## src/rtl/adder_pipe_chain.sv

```systemverilog
`default_nettype none
// ============================================================================
// Module      : adder_pipe_chain
// Description : Elastic chain of DEPTH valid/ready stages. Each stage adds a
//               constant INC to the word passing through it, either wrapping
//               modulo 2^WIDTH or saturating at 2^WIDTH-1 (sat_mode). Ready
//               propagates backwards so that an emptied stage accepts a new
//               word in the same cycle.
// Revision    : 1.0 - initial release
// ============================================================================
module adder_pipe_chain #(
    parameter int          WIDTH = 8,
    parameter int          DEPTH = 2,
    parameter int unsigned INC   = 1
) (
    input  logic                       clock,
    input  logic                       rst_n,
    input  logic                       in_valid,
    output logic                       in_ready,
    input  logic [WIDTH-1:0]           in_data,
    input  logic                       sat_mode,
    output logic                       out_valid,
    input  logic                       out_ready,
    output logic [WIDTH-1:0]           out_data,
    output logic [$clog2(DEPTH+1)-1:0] occupancy
);

    localparam int             c_occ_w = $clog2(DEPTH+1);
    localparam logic [WIDTH-1:0] c_inc = WIDTH'(INC);

    // Per-stage registered state
    logic             r_valid [DEPTH];
    logic [WIDTH-1:0] r_data  [DEPTH];

    // Per-stage combinational view: ready chain, source word, adder result
    logic             w_ready     [DEPTH+1];
    logic             w_src_valid [DEPTH];
    logic [WIDTH-1:0] w_src_data  [DEPTH];
    logic [WIDTH:0]   w_sum       [DEPTH];
    logic [WIDTH-1:0] w_next      [DEPTH];

    // The downstream consumer terminates the ready chain
    assign w_ready[DEPTH] = out_ready;

    genvar k;
    generate
        for (k = 0; k < DEPTH; k = k + 1) begin : g_stage
            // Stage 0 is fed by the block input, later stages by their predecessor
            if (k == 0) begin : g_src_input
                assign w_src_valid[k] = in_valid;
                assign w_src_data[k]  = in_data;
            end else begin : g_src_stage
                assign w_src_valid[k] = r_valid[k-1];
                assign w_src_data[k]  = r_data[k-1];
            end

            // A stage can take a word if it is empty or its word moves on now;
            // depends only on registered state and out_ready, never on in_valid
            assign w_ready[k] = !r_valid[k] || w_ready[k+1];

            // One extra bit captures the carry used to detect overflow
            assign w_sum[k]  = {1'b0, w_src_data[k]} + {1'b0, c_inc};
            assign w_next[k] = (sat_mode && w_sum[k][WIDTH]) ? {WIDTH{1'b1}}
                                                             : w_sum[k][WIDTH-1:0];

            // Load on transfer, drain to empty when ready without a source, hold when stalled
            always_ff @(posedge clock or negedge rst_n) begin
                if (!rst_n) begin
                    r_valid[k] <= 1'b0;
                    r_data[k]  <= '0;
                end else if (w_ready[k]) begin
                    r_valid[k] <= w_src_valid[k];
                    if (w_src_valid[k]) begin
                        r_data[k] <= w_next[k];
                    end
                end
            end
        end
    endgenerate

    // Occupancy is the number of stages currently holding a word
    always_comb begin
        occupancy = '0;
        for (int i = 0; i < DEPTH; i++) begin
            occupancy = occupancy + c_occ_w'(r_valid[i]);
        end
    end

    assign in_ready  = w_ready[0];
    assign out_valid = r_valid[DEPTH-1];
    assign out_data  = r_data[DEPTH-1];

endmodule
`default_nettype wire

```

## config.mk

```make
export PLATFORM = sky130hd
export DESIGN_NAME = adder_pipe_chain
export DESIGN_NICKNAME = d
export VERILOG_FILES = /design/src/rtl/adder_pipe_chain.sv
export SDC_FILE = /design/constraint.sdc
export NUM_CORES = 1
export LEC_CHECK = 0
export BUFFER_PORTS_ARGS = -buffer_cell sky130_fd_sc_hd__clkbuf_2
export CAP_MARGIN = 20
export CORE_MARGIN = 5
export CORE_UTILIZATION = 43
export CTS_CLUSTER_DIAMETER = 40
export DETAILED_ROUTE_END_ITERATION = 10
export GPL_ROUTABILITY_DRIVEN = 1
export PLACE_DENSITY = 0.66
export SLEW_MARGIN = 20
export SYNTH_ARGS = -nofsm -noshare
export SYNTH_HDL_FRONTEND = slang
export SYNTH_SLANG_ARGS = --single-unit
```

## constraint.sdc

```tcl
create_clock -name clock -period 4.56 [get_ports clock]
set_clock_uncertainty 0.15 [all_clocks]
set_input_delay 0.912 -clock clock [delete_from_list [all_inputs] [get_ports clock]]
set_output_delay 0.912 -clock clock [all_outputs]
set_load 0.02 [all_outputs]
```

==> results.txt <==
library cells used by synthesis -> 32
Reg power frac -> 0.500
sw frac -> 0.3461
CP max stage delay -> 0.26 ns
WHS -> 0.3478 ns
CP Data Required Time -> 3.50 ns
num rows -> 17
register area share after synthesis -> 0.4364
clk sink count -> 18
Logic pwr share -> 0.326
Synth Instances -> 92
Worst slew margin -> 0.6741
syn nets -> 108
Setup violations, final -> 0
Mapped Area -> 1032 sq um
Total GRT Usage -> 0.1151
H-tree depth -> 1
worst skew pair latency -> 0.29 ns
Worst-Margin Slew -> 0.4867 ns
Starting Density -> 0.4578
Critical-path top delay cell -> nand3b_2
Int Pwr -> 0.0002828 W
leakage power -> 0.5031 nW
Power Dens Cells -> 379.1 nW/um^2
vias in the first global route -> 715
clk slew on worst S/H paths -> 0.09 ns
Fin. Hold Viols -> 0
Die X-Extent -> 59.00 um
status -> finished, final reports clean
Post-CTS Setup Bufs -> 0
die height -> 59.00 um
Die ar. -> 3480 sq um
worst path cell trace -> clkbuf_2 > nand3b_2 > clkbuf_2
Hold Crit Class -> reg2reg
CTS Buf Count -> 3
RSZ-0062 raised after global routing -> false
CP Class -> in2out
TritonCTS clock tree -> built
crit path max fanout -> 5
Sum Neg Setup Slack -> 0 ns
met1 Use GR -> 0.1509
routed wire length per instance -> 13.79 um
GR met2 Demand/Resource -> 0.1814
area grow syn2layout -> 10.55%
maximum VDD drop -> 0.1994 mV
Via-to-Cell Ratio -> 5.657
Syn Area/Cell -> 11.22 sq um
total wire length -> 1.889 mm
busiest grt layer -> met2
met3 Usage GRT -> 0.01743
largest net degree at the start of global routing -> 19
Placeable Area -> 2255 sq um
drt drc -> 0
CTS resizes -> 0
fraction of layout instances using a drive strength above 1 -> 0.3670
Max-Cap Viols -> 0
clock network power share -> 0.174
IO Port Bufs -> 24
fmax -> 398.9 MHz
Yosys reg bits -> 18
clk buf depth -> 2
crit path launch type -> input pin
antenna cells -> 0
first-pass GRT wire length -> 3.105 mm
Max Slew Vio Count -> 0
overflow left after global routing -> 0
CP Capture Type -> output port
Top cell by count, worst path -> clkbuf_2
initial antenna violation count -> 0
initial DRC count -> 12
Antenna Nets Post-Route -> 0
Layout Nets -> 127
Final GP Congestion -> 0.7140
CTS root buf -> clkbuf_4
first-pass detailed-route iteration total -> 6
crit path DAT -> 1.44 ns
IO Count -> 25
clock period minus final worst setup slack -> 2.507 ns
hold-fix buffers at CTS -> 0
DPL Wire Length -> 1.547 mm
Sw Pwr -> 0.0001497 W
via count -> 775
yosys warns -> 0
Tcrit/Tclk final -> 0.5497
==> flip-flops by register name (all words and copies together), names as in the netlist <==
signal     flops
out_data       8
out_valid      1
r_data         8
r_valid        1
==> synthesized netlist by cell type <==
library cell	n	share of area
dfrtp_1	18	0.44
buf_4	8	0.058
nand2_1	6	0.022
o22a_2	5	0.048
o22a_1	4	0.034
and2_1	3	0.018
ha_1	3	0.036
inv_1	3	0.011
nand2b_1	3	0.018
xor2_1	3	0.025
a31oi_1	2	0.012
and3_1	2	0.012
nand3_2	2	0.019
nand4_1	2	0.012
nor3_1	2	0.0097
nor4_1	2	0.012
o211ai_1	2	0.015
o21a_1	2	0.015
o2bb2ai_1	2	0.017
o311ai_0	2	0.017
o31a_1	2	0.017
o32a_1	2	0.019
o32a_2	2	0.022
xnor2_1	2	0.017
and2_0	1	0.0061
and3_2	1	0.0073
buf_2	1	0.0048
clkbuf_1	1	0.0036
nand3b_2	1	0.011
nand4_2	1	0.012
o22ai_1	1	0.0061
o311ai_4	1	0.025
==> final timing paths <==
path,start,endpoint,slack [ns],cells after the start
min in group asynchronous,rst_n,out_data[5],0.39,1
max in group asynchronous,rst_n,r_data[8],3.58,1
max,out_ready,in_ready,2.05,3
max reg2reg,r_data[8],out_data[5],2.87,4
min reg2reg,out_data[6],out_data[6],0.35,1
min,out_data[6],out_data[6],0.35,1
==> worst max-delay path: cells and delay by family <==
| family | cells | cell delay [ns] |
|---|---|---|
| and+or+nand+nor | 1 | 0.26 |
| buffers and inverters | 2 | 0.27 |
==> power groups by stage <==
stage | clock [W] | combinational (W) | sequential, W
floorplan | 0 | 0.000127 | 0.000214
global placement | 0 | 0.000141 | 0.000219
detailed placement | 0 | 0.000143 | 0.000220
CTS | 0.0000761 | 0.000144 | 0.000217
global route | 0.0000820 | 0.000154 | 0.000222
finish | 0.0000753 | 0.000141 | 0.000216
==> cell usage in the layout, fill, tap and decap left out, types with 3 or more instances in the layout <==
cell type,synthesis,final
inv_1,3,3
ha_1,3,3
clkbuf_4,0,3
nand2b_1,3,3
nand2_1,6,6
o22a_1,4,4
and2_1,3,3
clkbuf_2,0,24
dfrtp_1,18,18
o22a_2,5,5
xor2_1,3,3
==> routing by layer <==
layer  share of wire  up-vias
met5               0        -
met4           0.019        0
met3           0.041        4
met2            0.47       21
met1            0.47      364
li1                -      386
==> metrics by stage <==
| stage | utilization | cell area (sq um) | power (W) | cells | setup WS (ns) |
|---|---|---|---|---|---|
| 3_5_place_dp | 0.4961 | 1119 | 0.0003633 | 134 | 2.046 |
| 5_1_grt | 0.5061 | 1141 | 0.0004579 | 137 | 2.016 |
| 6_report | 0.5061 | 1141 | 0.0004325 | 137 | 2.053 |
| 3_3_place_gp | 0.4961 | 1119 | 0.0003595 | 134 | 2.059 |
| 2_1_floorplan | - | 1032 | 0.0003417 | 92 | 2.278 |
| 4_1_cts | 0.5061 | 1141 | 0.0004367 | 137 | 2.050 |
==> cells by family after synthesis <==
family / share of synthesized area
xor+xnor: 0.04243
simple gates: 0.1600
buf+inv: 0.07757
compound gates: 0.2473
fa+ha+maj: 0.03637
flops: 0.4364
==> cell type report <==
class,count,area (sq um)
inverters,3,11.26
well taps,28,35.03
multi-input cells,61,501.7
clock buffers,3,22.52
flip-flops and latches,18,450.4
repair buffers,24,120.1
fillers,233,1114
Note: power is estimated with default switching activity, not from simulation.
